## src/rtl/vend_pkg.sv

```systemverilog
`default_nettype none
// ============================================================================
//  Module   : vend_pkg
//  Brief    : Shared state encoding, item prices and credit width.
//  Revision : 1.0  initial release
// ============================================================================
package vend_pkg;

    localparam int CREDIT_W = 4;

    localparam logic [CREDIT_W-1:0] PRICE_A = 4'd3;
    localparam logic [CREDIT_W-1:0] PRICE_B = 4'd4;
    localparam logic [CREDIT_W-1:0] PRICE_C = 4'd5;
    localparam logic [CREDIT_W-1:0] PRICE_D = 4'd6;

    typedef enum logic [1:0] {
        ST_IDLE   = 2'd0,
        ST_CREDIT = 2'd1,
        ST_VEND   = 2'd2,
        ST_CHANGE = 2'd3
    } state_t;

    // Zero means "no valid selection": zero-hot and multi-hot both land here.
    function automatic logic [CREDIT_W-1:0] price_of(input logic [3:0] sel);
        case (sel)
            4'b0001: price_of = PRICE_A;
            4'b0010: price_of = PRICE_B;
            4'b0100: price_of = PRICE_C;
            4'b1000: price_of = PRICE_D;
            default: price_of = '0;
        endcase
    endfunction

endpackage
`default_nettype wire

```

## src/rtl/vend_change_unit.sv

```systemverilog
`default_nettype none
// ============================================================================
//  Module   : vend_change_unit
//  Brief    : Change down-counter and inter-pulse gap timer; drives nickel_out.
//  Revision : 1.0  initial release
// ============================================================================
module vend_change_unit #(
    parameter int CREDIT_W   = 4,
    parameter int CHANGE_GAP = 1
) (
    input  logic                clk,
    input  logic                rst,
    input  logic                i_active,
    input  logic                i_load,
    input  logic [CREDIT_W-1:0] i_load_value,
    output logic                o_nickel_out,
    output logic                o_last
);

    logic [CREDIT_W-1:0] r_count;
    logic [1:0]          r_gap;

    assign o_nickel_out = i_active && (r_count != '0) && (r_gap == 2'd0);
    assign o_last       = o_nickel_out && (r_count == CREDIT_W'(1));

    always_ff @(posedge clk or posedge rst) begin
        if (rst) begin
            r_count <= '0;
            r_gap   <= 2'd0;
        end else if (i_load) begin
            r_count <= i_load_value;
            r_gap   <= 2'd0;
        end else if (o_nickel_out) begin
            r_count <= r_count - CREDIT_W'(1);
            r_gap   <= 2'(CHANGE_GAP);
        end else if (r_gap != 2'd0) begin
            r_gap   <= r_gap - 2'd1;
        end
    end

endmodule
`default_nettype wire

```

## src/rtl/vend_sequencer.sv

```systemverilog
`default_nettype none
// ============================================================================
//  Module   : vend_sequencer
//  Brief    : Coin-credit vending sequencer with nickel change return.
//             Optional macro VEND_CANCEL_EN enables cancel/refund from CREDIT.
//  Revision : 1.0  initial release
// ============================================================================
module vend_sequencer
    import vend_pkg::*;
#(
    parameter int CREDIT_MAX = 8,
    parameter int CHANGE_GAP = 1
) (
    input  logic                clock,
    input  logic                reset,
    input  logic                a,
    input  logic                b,
    input  logic                c,
    input  logic                d,
    input  logic                nickel_in,
    input  logic                dime_in,
    input  logic                cancel,
    output logic                dispense,
    output logic                nickel_out,
    output logic                coin_reject,
    output logic                busy,
    output logic [CREDIT_W-1:0] credit
);

    state_t              r_state;
    state_t              w_state_next;
    logic [CREDIT_W-1:0] r_credit;
    logic [CREDIT_W-1:0] w_credit_next;
    logic [CREDIT_W-1:0] r_price;
    logic [CREDIT_W-1:0] w_price_next;
    logic                r_coin_reject;

    logic [2:0]          w_coin_sum;
    logic [CREDIT_W:0]   w_credit_sum;
    logic                w_coin_any;
    logic                w_coin_open;
    logic                w_overflow;
    logic                w_coin_accept;
    logic [CREDIT_W-1:0] w_sel_price;
    logic                w_buy;
    logic                w_cancel_take;
    logic                w_load;
    logic                w_change_last;

    assign w_coin_sum    = {1'b0, dime_in, nickel_in};
    assign w_coin_any    = nickel_in | dime_in;
    assign w_credit_sum  = {1'b0, r_credit} + {{(CREDIT_W-2){1'b0}}, w_coin_sum};
    assign w_overflow    = w_credit_sum > (CREDIT_W+1)'(CREDIT_MAX);
    assign w_coin_open   = (r_state == ST_IDLE) || (r_state == ST_CREDIT);
    assign w_coin_accept = w_coin_open && w_coin_any && !w_overflow;

    assign w_sel_price   = price_of({d, c, b, a});
    assign w_buy         = (r_state == ST_CREDIT) && (w_sel_price != '0) &&
                           (r_credit >= w_sel_price);

`ifdef VEND_CANCEL_EN
    assign w_cancel_take = (r_state == ST_CREDIT) && cancel && !w_buy;
`else
    logic w_cancel_unused;
    assign w_cancel_unused = cancel;
    assign w_cancel_take   = 1'b0;
`endif

    always_comb begin
        w_state_next  = r_state;
        w_credit_next = r_credit;
        w_price_next  = r_price;
        w_load        = 1'b0;
        case (r_state)
            ST_IDLE: begin
                if (w_coin_accept) begin
                    w_credit_next = w_credit_sum[CREDIT_W-1:0];
                    w_state_next  = ST_CREDIT;
                end
            end
            ST_CREDIT: begin
                if (w_coin_accept) begin
                    w_credit_next = w_credit_sum[CREDIT_W-1:0];
                end
                if (w_buy) begin
                    w_state_next = ST_VEND;
                    w_price_next = w_sel_price;
                end else if (w_cancel_take) begin
                    w_state_next = ST_CHANGE;
                    w_load       = 1'b1;
                end
            end
            ST_VEND: begin
                w_credit_next = r_credit - r_price;
                if (r_credit != r_price) begin
                    w_state_next = ST_CHANGE;
                    w_load       = 1'b1;
                end else begin
                    w_state_next = ST_IDLE;
                end
            end
            ST_CHANGE: begin
                if (nickel_out) begin
                    w_credit_next = r_credit - CREDIT_W'(1);
                end
                if (w_change_last) begin
                    w_state_next = ST_IDLE;
                end
            end
            default: begin
                w_state_next = ST_IDLE;
            end
        endcase
    end

    always_ff @(posedge clock or posedge reset) begin
        if (reset) begin
            r_state       <= ST_IDLE;
            r_credit      <= '0;
            r_price       <= '0;
            r_coin_reject <= 1'b0;
        end else begin
            r_state       <= w_state_next;
            r_credit      <= w_credit_next;
            r_price       <= w_price_next;
            r_coin_reject <= w_coin_any && !w_coin_accept;
        end
    end

    // The refund/remainder equals the credit the block will hold next cycle.
    vend_change_unit #(
        .CREDIT_W   (CREDIT_W),
        .CHANGE_GAP (CHANGE_GAP)
    ) u_change (
        .clk          (clock),
        .rst          (reset),
        .i_active     (r_state == ST_CHANGE),
        .i_load       (w_load),
        .i_load_value (w_credit_next),
        .o_nickel_out (nickel_out),
        .o_last       (w_change_last)
    );

    assign dispense    = (r_state == ST_VEND);
    assign busy        = (r_state == ST_VEND) || (r_state == ST_CHANGE);
    assign coin_reject = r_coin_reject;
    assign credit      = r_credit;

endmodule
`default_nettype wire

```

## config.mk

```make
export PLATFORM = sky130hd
export DESIGN_NAME = vend_sequencer
export DESIGN_NICKNAME = d
export VERILOG_FILES = /design/src/rtl/vend_pkg.sv /design/src/rtl/vend_change_unit.sv /design/src/rtl/vend_sequencer.sv
export SDC_FILE = /design/constraint.sdc
export NUM_CORES = 1
export LEC_CHECK = 0
export ABC_AREA = 1
export CAP_MARGIN = 5
export CORE_UTILIZATION = 23
export CTS_BUF_LIST = sky130_fd_sc_hd__clkbuf_16
export CTS_CLUSTER_DIAMETER = 60
export DETAILED_ROUTE_END_ITERATION = 12
export HOLD_SLACK_MARGIN = 0.08
export MAX_ROUTING_LAYER = met4
export PLACE_DENSITY_LB_ADDON = 0.08
export SLEW_MARGIN = 20
export SYNTH_ARGS = -nofsm -noshare
export SYNTH_HDL_FRONTEND = slang
export SYNTH_HIERARCHICAL = 1
export SYNTH_SLANG_ARGS = --single-unit
```

## constraint.sdc

```tcl
create_clock -name clock -period 2.41 [get_ports clock]
set_input_delay 0.482 -clock clock [delete_from_list [all_inputs] [get_ports clock]]
set_output_delay 0.482 -clock clock [all_outputs]
set_load 0.01 [all_outputs]
```

# ---- Yosys cells after proc, flatten, opt, wreduce, memory -nomap -nowiden
# Index checks and enable logic that the tools add are counted.
dict set report word_totals {
  register_bits 17
}
dict set report classes {
  add_sub_neg 5
  order_cmp 2
  eq_ne 12
  mux 16
  bitwise_logic 1
  n_reduce_logical 22
}
# cell count
set ops {}
lappend ops {{2-to-1 mux 4 bit} 4}
lappend ops {{2-to-1 mux 2 bit} 7}
lappend ops {{case mux 3 bit (4 select lines)} 1}
lappend ops {{case mux 4 bit (3 select lines)} 1}
lappend ops {{== test 4 x 1 -> 1 bit, second input constant} 2}
lappend ops {{logical AND 1 bit} 8}
lappend ops {{case mux 2 bit (4 select lines)} 1}
lappend ops {{nonzero test 4 bit} 2}
lappend ops {{subtractor 4 x 1 -> 4 bit, second input constant} 2}
lappend ops {{inequality test 2 bit, second input constant} 3}
lappend ops {{adder 4 x 2 -> 5 bit} 1}
lappend ops {{greater-than comparator 5 x 4 -> 1 bit, second input constant} 1}
lappend ops {{== test 2 bit, second input constant} 2}
lappend ops {{== test 4 x 2 -> 1 bit, second input constant} 1}
lappend ops {{== test 4 x 3 -> 1 bit, second input constant} 1}
lappend ops {{== test 4 bit, second input constant} 1}
lappend ops {{greater-or-equal comparator 4 bit} 1}
lappend ops {{logical NOT 2 bit} 2}
lappend ops {{inequality test 4 bit} 1}
lappend ops {{nonzero test 2 bit} 2}
lappend ops {{subtractor 4 bit} 1}
lappend ops {{AND reduction 3 bit} 1}
lappend ops {{nonzero test 3 bit} 1}
lappend ops {{== test 2 x 1 -> 1 bit, second input constant} 1}
lappend ops {{other kinds (7)} 10}

# ---- Depth between registers and ports, before layout
# Gate-level depths: netlist (run 1).
dict set report logic_depth {
  depth_word 7
  ltp_mapped 14
}

# ---- Cells and area by module
# Netlist (run 1), hierarchy kept.
# module n_inst cells_per_inst area_each_um2
set modules_own_cells {}
lappend modules_own_cells {vend_sequencer 1 149 1026.0}
lappend modules_own_cells {vend_change_unit 1 52 397.9}

# ---- Worst setup path before layout (run 1)
# OpenSTA, ideal clock, no wires.
dict set report synth_timing {
  path_type {input port to flip-flop}
  startpoint {input nickel_in}
  endpoint {register u_change.r_count[1]}
  arrival_time_ns 1.961
  setup_slack_ns 0.327
  path_stages 14
  path_buffers 0
  path_cell_list {ha_1 inv_1 fa_1 inv_1 nor2_1 nand3_1 nand3_2 nand2_2 o21ai_1 o21ai_1 nand2_1 o21ai_0 nand2_1 o21ai_1}
}
dict set report synth_via {
  elab_chain_len 7
  word_cells_on_any_way 9
}
# item line
set synth_lines {}
lappend synth_lines {{from (decl)} vend_sequencer.sv:20} ;# input logic nickel_in,
lappend synth_lines {{adder 4 x 2 -> 5 bit} vend_sequencer.sv:52} ;# assign w_credit_sum = {1'b0, r_credit} + {{(CREDIT_W-2){1'b0}}, w_coin_sum};
lappend synth_lines {{greater-than comparator 5 x 4 -> 1 bit} vend_sequencer.sv:53} ;# assign w_overflow = w_credit_sum > (CREDIT_W+1)'(CREDIT_MAX);
lappend synth_lines {{logical NOT 1 bit} vend_sequencer.sv:55} ;# assign w_coin_accept = w_coin_open && w_coin_any && !w_overflow;
lappend synth_lines {{logical AND 1 bit} vend_sequencer.sv:55}
lappend synth_lines {{2-to-1 mux 4 bit (*)} {vend_sequencer.sv:76, vend_sequencer.sv:82}}
lappend synth_lines {{case mux 4 bit (3 select lines) (*)} vend_sequencer.sv:74} ;# case (r_state)
lappend synth_lines {{via w_credit_next[1]} vend_sequencer.sv:33} ;# logic [CREDIT_W-1:0] w_credit_next;
lappend synth_lines {{2-to-1 mux 4 bit (*)} vend_change_unit.sv:30} ;# end else if (i_load) begin
lappend synth_lines {{to (signal assigned)} vend_change_unit.sv:31} ;# r_count <= i_load_value;
lappend synth_lines {{to (signal assigned)} vend_change_unit.sv:34} ;# r_count <= r_count - CREDIT_W'(1);
lappend synth_lines {{to (decl)} vend_change_unit.sv:20} ;# logic [CREDIT_W-1:0] r_count;
# Mark *: on every way through the listed nets, which the timed path passes. The rest lies on a longest branch.
# A chain may end at the register's enable or synchronous reset.

# ---- Worst setup path in the final report (run 1)
dict set report layout_timing {
  startpoint {register u_change.r_count[0]}
  endpoint {output nickel_out}
}
dict set report layout_via {
  elab_chain_len 3
}
# item line
set layout_lines {}
lappend layout_lines {{nonzero test 4 bit} vend_change_unit.sv:23} ;# assign o_nickel_out = i_active && (r_count != '0) && (r_gap == 2'd0);
lappend layout_lines {{logical AND 1 bit (2 in series)} vend_change_unit.sv:23}
lappend layout_lines {{to (decl)} vend_sequencer.sv:24} ;# output logic nickel_out,
# Every way passes these cells.

==> impl_metrics.env, run 1 <==
export IMPL_grt_antenna_before_repair=0
export IMPL_max_cap_violations=0
export IMPL_min_period_ps=2260
export IMPL_syn_inst=201
export IMPL_synth_area_top_cells="dfrtp_1 (28%), nand2_1 (12%), ha_1 (9.7%)"
export IMPL_cp_max_fo=4
export IMPL_synth_top_area_cell="dfrtp_1"
export IMPL_netlist_area_um2=1424
export IMPL_initial_core_util_pct=23.91
export IMPL_clock_fmax_mhz=442.4
export IMPL_die_w_um=80.68
export IMPL_synth_ff_type="dfrtp_1"
export IMPL_cp_end_kind="output pin"
export IMPL_grt_remaining_overflow=0
export IMPL_hpwlAfterDp_um=2912
export IMPL_synth_cell_types=31
export IMPL_grt_pass1_wl_um=6292
export IMPL_vdd_drop_max_uv=476.1
export IMPL_relSlewSlack_pct=71.65
export IMPL_clk_path_buf_depth=2
export IMPL_htree_levels=1
export IMPL_cp_required_ps=1930
export IMPL_fp_dieH_um=80.68
export IMPL_cts_buffers=3
export IMPL_rows=28
export IMPL_core_area_um2=5956
export IMPL_start_kind="flip-flop"
export IMPL_path_class="flip-flop to output pin"
export IMPL_drc_errors=0
export IMPL_routed_wl_um=3574
export IMPL_ios=17
export IMPL_dieArea_um2=6509
export IMPL_finish_utilization_pct=32.58
export IMPL_fin_setup_tns_ps=0
export IMPL_synth_top_cell_area_share_pct=28.12
export IMPL_wire_per_inst_um=11.27
export IMPL_synth_nets=223
export IMPL_finalSetupViolCount=0
export IMPL_synth_async_reset_ratio_pct=100.0
export IMPL_nets=265
export IMPL_cts_hold_buffers=0
export IMPL_port_buffers=15
export IMPL_grt_setup_unrepaired="no"
export IMPL_synthTopCellsByCount="nand2_1 (45), inv_1 (29), nand3_1 (22)"
export IMPL_drtIter0Drc=36
export IMPL_grt_pass1_vias=1367
export IMPL_skew_ps=3.997
export IMPL_area_delta_synth_final_pct=36.29
export IMPL_whs_ps=493.3
export IMPL_ant_nets=0
export IMPL_synth_edf_count=0
export IMPL_status="complete, no violations"
export IMPL_clkLatencyLatePin_ps=250
export IMPL_placed_area_um2=1818
export IMPL_finalMaxSlewViolations=0
export IMPL_p_leak_uw=0.0009745
export IMPL_synth_seq_cells=16
export IMPL_clock_sinks=16
export IMPL_post_route_period_util_pct=93.79
export IMPL_power_density_nw_per_um2=1358
export IMPL_post_synth_top_count_cell="nand2_1"
export IMPL_routed_via_density=4.237
export IMPL_grt_usage_pct=13.24
export IMPL_antenna_cells=0
export IMPL_path_clk_slew_ps=50
export IMPL_layout_drive_gt1_share_pct=23.97
export IMPL_arrival_ps=1780
export IMPL_vias=1343
export IMPL_design_area_um2=1941
export IMPL_worst_slew_pin_slew_ps=425.3
export IMPL_gp_congestion=0.7377
export IMPL_dr_pass1_iters=4
export IMPL_cts_tree="built"
export IMPL_grt_max_degree=12
export IMPL_ctsRootBufferMaster="clkbuf_16"
export IMPL_hold_viol=0
export IMPL_yosys_warnings=6
export IMPL_hold_path_class="flip-flop to flip-flop"
export IMPL_syn_area_per_cell_um2=7.084
export IMPL_ys_seq_area_share_pct=28.12
export IMPL_fillers=669
flip-flops by register name (all words and copies together) (netlist names):
name / flops
credit: 4
u_change/r_gap: 2
r_state: 2
r_price: 3
coin_reject: 1
u_change/r_count: 4
cells in the final DEF (no fill, tap or decap), drive strengths merged, types with 3 or more instances in the layout:
cell and instances:
o21ai 13, clkbuf 3, nand2 48, inv 34, nor2 26, dfrtp 16
buf 24, a21oi 8, nand4 3, nand3 25, ha 11, clkdlybuf4s50 13
nor3 3
cell families (layout without fill, tap and decap cells):
family / Yosys count / after routing / synth area share [%]
AND/OR/NAND/NOR: 108 / 108 / 37.87
buffers and inverters: 36 / 77 / 10.02
AO/OA/AOI/OAI: 26 / 26 / 10.28
flip-flops: 16 / 16 / 28.12
adder cells (fa/ha/maj): 13 / 13 / 12.48
XOR/XNOR: 2 / 2 / 1.230
timing repair:
| item | 4_1_cts | 5_1_grt |
|---|---|---|
| endpoints found under the setup margin | 4 | 9 |
| resized for setup | 2 | 12 |
| pin swaps | 5 | 7 |
| gates cloned | 0 | 0 |
| buffers inserted | 2 | 0 |
per-layer routing:
| metal | routed length (µm) | part of all wire (%) | global-route usage [%] |
|---|---|---|---|
| met5 | 0 | 0 | - |
| met4 | 15 | 0.42 | 1.607 |
| met3 | 102 | 2.9 | 3.182 |
| met2 | 1690 | 47 | 22.97 |
| met1 | 1765 | 49 | 15.89 |
metrics by stage:
| stage | worst slack, ps | power, µW | cells |
|---|---|---|---|
| 2_1_floorplan | 327.1 | 1638 | 201 |
| 3_3_place_gp | -331.4 | 2286 | 311 |
| 3_5_place_dp | -338.7 | 2283 | 311 |
| 4_1_cts | 53.27 | 2646 | 317 |
| 5_1_grt | 6.541 | 2962 | 317 |
| 6_report | 149.6 | 2635 | 317 |
power by group:
group	total [µW]	switching (µW)	internal (µW)	leakage [µW]
registers	557	159	398	0.000200
logic	1750	943	811	0.000736
clock network	325	105	220	0.0000385
total	2640	1210	1430	0.000974
path summary, 6_finish.rpt:
path	start	to	slack [ps]	depth (start not counted)
worst max register to register	credit[0]	u_change/r_count[1]	280	14
max in group asynchronous	reset	r_price[1]	1550	2
worst min-delay path	r_price[0]	r_price[0]	490	2
worst min register to register	r_price[0]	r_price[0]	490	2
min in group asynchronous	reset	u_change/r_count[3]	510	2
worst max-delay path	u_change/r_count[0]	nickel_out	150	6
layout make-up:
| class | instances | area [µm²] | area share [%] |
|---|---|---|---|
| multi-input cells | 149 | 907.1 | 46.74 |
| flip-flops and latches | 16 | 400.4 | 20.63 |
| repair buffers | 39 | 332.8 | 17.15 |
| inverters | 34 | 127.6 | 6.576 |
| well taps | 75 | 93.84 | 4.836 |
| clock buffers | 3 | 75.07 | 3.868 |
| clock inverters | 1 | 3.754 | 0.1934 |
critical path: stages, from the launching register on:
cell and delay [ps]:
dfrtp_1 410, inv_1 130, ha_1 240, nand2_1 70, nor2_1 170, nor2_4 40
clkdlybuf4s50_1 470
Power figures use the tool's default switching activity.
==> inputs of run 2 (changes only) <==
Settings changed: CAP_MARGIN 5 to 20.
Clock period 2.41 ns to 2.8 ns, I/O delays scaled along.
==> impl_metrics.env, run 2 (synthesized netlist as in run 1, its figures left out) <==
export IMPL_status="complete, no violations"
export IMPL_path_delay_family="buffers and inverters"
export IMPL_post_route_period_util_pct=90.45
export IMPL_cts_tree="built"
export IMPL_ctsResizeCount=0
export IMPL_ant_nets=0
export IMPL_relSlewSlack_pct=72.94
export IMPL_worstHoldStart="r_price[2]"
export IMPL_arrival_ps=2710
export IMPL_dieArea_um2=6509
export IMPL_finalSetupViolCount=0
export IMPL_cpPeakStageDelay_ps=480
export IMPL_p_int_uw=1135
export IMPL_cts_buffers=3
export IMPL_rows=28
export IMPL_clkLatencyLatePin_ps=240
export IMPL_grt_pass1_wl_um=5954
export IMPL_hpwlAfterDp_um=2891
export IMPL_skew_ps=2.199
export IMPL_die_w_um=80.68
export IMPL_grt_antenna_before_repair=0
export IMPL_max_cap_violations=0
export IMPL_power_switching_uw=1006
export IMPL_cts_hold_buffers=0
export IMPL_cp_required_ps=2980
export IMPL_p_comb_share_pct=64.3
export IMPL_grt_setup_unrepaired="no"
export IMPL_critPathSlowestCell="clkdlybuf4s50_1"
export IMPL_port_buffers=15
export IMPL_seqPwrFrac_pct=22.7
export IMPL_grt_usage_pct=12.41
export IMPL_vias=1309
export IMPL_power_density_nw_per_um2=1175
export IMPL_critPathLaunch="nickel_in"
export IMPL_routed_wl_um=3504
export IMPL_ff_latch_area_um2=400.4
export IMPL_antenna_cells=0
export IMPL_path_clk_slew_ps=50
export IMPL_vdd_drop_max_uv=331.3
export IMPL_power_uw=2141
export IMPL_reg2reg_depth=14
export IMPL_ctsRootBufferMaster="clkbuf_16"
export IMPL_nets=253
export IMPL_hold_viol=0
export IMPL_hold_path_class="flip-flop to flip-flop"
export IMPL_p_leak_uw=0.0008978
export IMPL_start_kind="input pin"
export IMPL_drc_errors=0
export IMPL_gp_congestion=0.7180
export IMPL_fillers=676
export IMPL_grt_max_degree=12
export IMPL_layout_drive_gt1_share_pct=16.52
export IMPL_cp_cell_sequence="clkdlybuf4s50_1 > ha_1 > inv_1 > fa_1 > inv_1 > nor2_1 > nand3_1 > nand3_2 > nand2_2 > buf_4 > nand2_1 > nand3_1 > nand3_1 > nand2_1 > nand3_1"
export IMPL_initial_core_util_pct=23.91
export IMPL_fp_dieH_um=80.68
export IMPL_dr_pass1_iters=5
export IMPL_worst_slew_pin_slew_ps=405.4
export IMPL_routed_via_density=4.292
export IMPL_area_delta_synth_final_pct=27.94
export IMPL_stdcell_count=305
export IMPL_crit_buf_inv=4
export IMPL_clk_path_buf_depth=2
export IMPL_min_period_ps=2533
export IMPL_grt_pass1_vias=1282
export IMPL_wire_per_inst_um=11.49
export IMPL_htree_levels=1
export IMPL_core_area_um2=5956
export IMPL_clock_fmax_mhz=394.8
export IMPL_drtIter0Drc=72
export IMPL_clock_sinks=16
export IMPL_grt_remaining_overflow=0
export IMPL_cp_end_kind="flip-flop"
export IMPL_cpMostUsedCell="nand3_1"
export IMPL_r2r_start="credit[0]"
export IMPL_layout_commonest_cell="nand2_1"
export IMPL_cp_max_fo=4
export IMPL_dpl_cell_count=301
export IMPL_post_cts_repair_setup_buffers=0
export IMPL_holdPathStages=1
export IMPL_finalMaxSlewViolations=0
export IMPL_pwr_share_clk_pct=13.0
export IMPL_ios=17
export IMPL_r2r_setup_slack_ps=580
export IMPL_crit_cells=15
export IMPL_switching_share_pct=46.99
export IMPL_layout_common_cells="nand2_1 (45), inv_1 (29), nand3_1 (22)"
export IMPL_multi_input_area_um2=880.8
export IMPL_path_class="input pin to flip-flop"
run 2: cell count changes in the layout (fill, tap and decap cells not counted), sizes merged:
cell	change
clkdlybuf4s15	-1
clkdlybuf4s50	+2
buf	-12
dlymetal6s2s	-1
run 2: final cells by class:
type / instances / share of cell area, %
Timing Repair Buffer: 27 / 13.19
Inverter: 34 / 7.005
Clock buffer: 3 / 4.121
Multi-Input combinational cell: 149 / 48.35
Sequential cell: 16 / 21.98
Clock inverter: 1 / 0.2060
Tap cell: 75 / 5.151
run 2: routing by layer:
metal / up-vias / track usage, % / share of wire, %
met2: 16 / 20.25 / 47
met3: 4 / 3.182 / 2.9
met5: - / - / 0
li1: 698 / - / -
met4: 0 / 2.143 / 0.83
met1: 591 / 15.56 / 49
run 2: final timing paths:
kind,end
worst max-delay path,u_change/r_count[2]
worst min-delay path,r_price[2]
worst max register to register,u_change/r_count[2]
worst min register to register,r_price[2]
max in group asynchronous,r_price[1]
min in group asynchronous,u_change/r_count[2]
run 2: per-stage QoR:
step / instance area, µm² / util, % / setup TNS [ps] / worst slack [ps] / hold WS [ps]
floorplan: 1424 / - / 0 / 639.1 / 351.0
global placement: 1743 / 29.26 / -188.3 / -71.42 / 488.2
detailed placement: 1743 / 29.26 / -86.97 / -35.91 / 492.2
CTS: 1822 / 30.59 / 0 / 213.9 / 503.4
global route: 1822 / 30.59 / 0 / 69.45 / 509.9
finish: 1822 / 30.59 / 0 / 267.3 / 504.1
run 2: worst register-to-register path, stage by stage (launching register included):
cell	delay (ps)
dfrtp_1	450
ha_1	210
inv_1	60
fa_1	470
inv_1	60
nor2_1	80
nand3_1	90
nand3_2	110
nand2_2	80
buf_4	150
nand2_1	50
nand3_1	70
nand3_1	100
nand2_1	70
nand3_1	100
run 2: power groups by stage:
stage	Combinational [µW]	Clock, µW	Sequential, µW
floorplan	944	0	466
global route	1580	303	509
detailed placement	1400	0	493
finish	1380	278	486
global placement	1410	0	495
CTS	1410	287	490
==> inputs of run 3 (changes only) <==
Settings changed: GPL_ROUTABILITY_DRIVEN set to 0.
==> results of run 3 <==
Same layout as run 2: the final DEF is identical, and so are final timing and power.
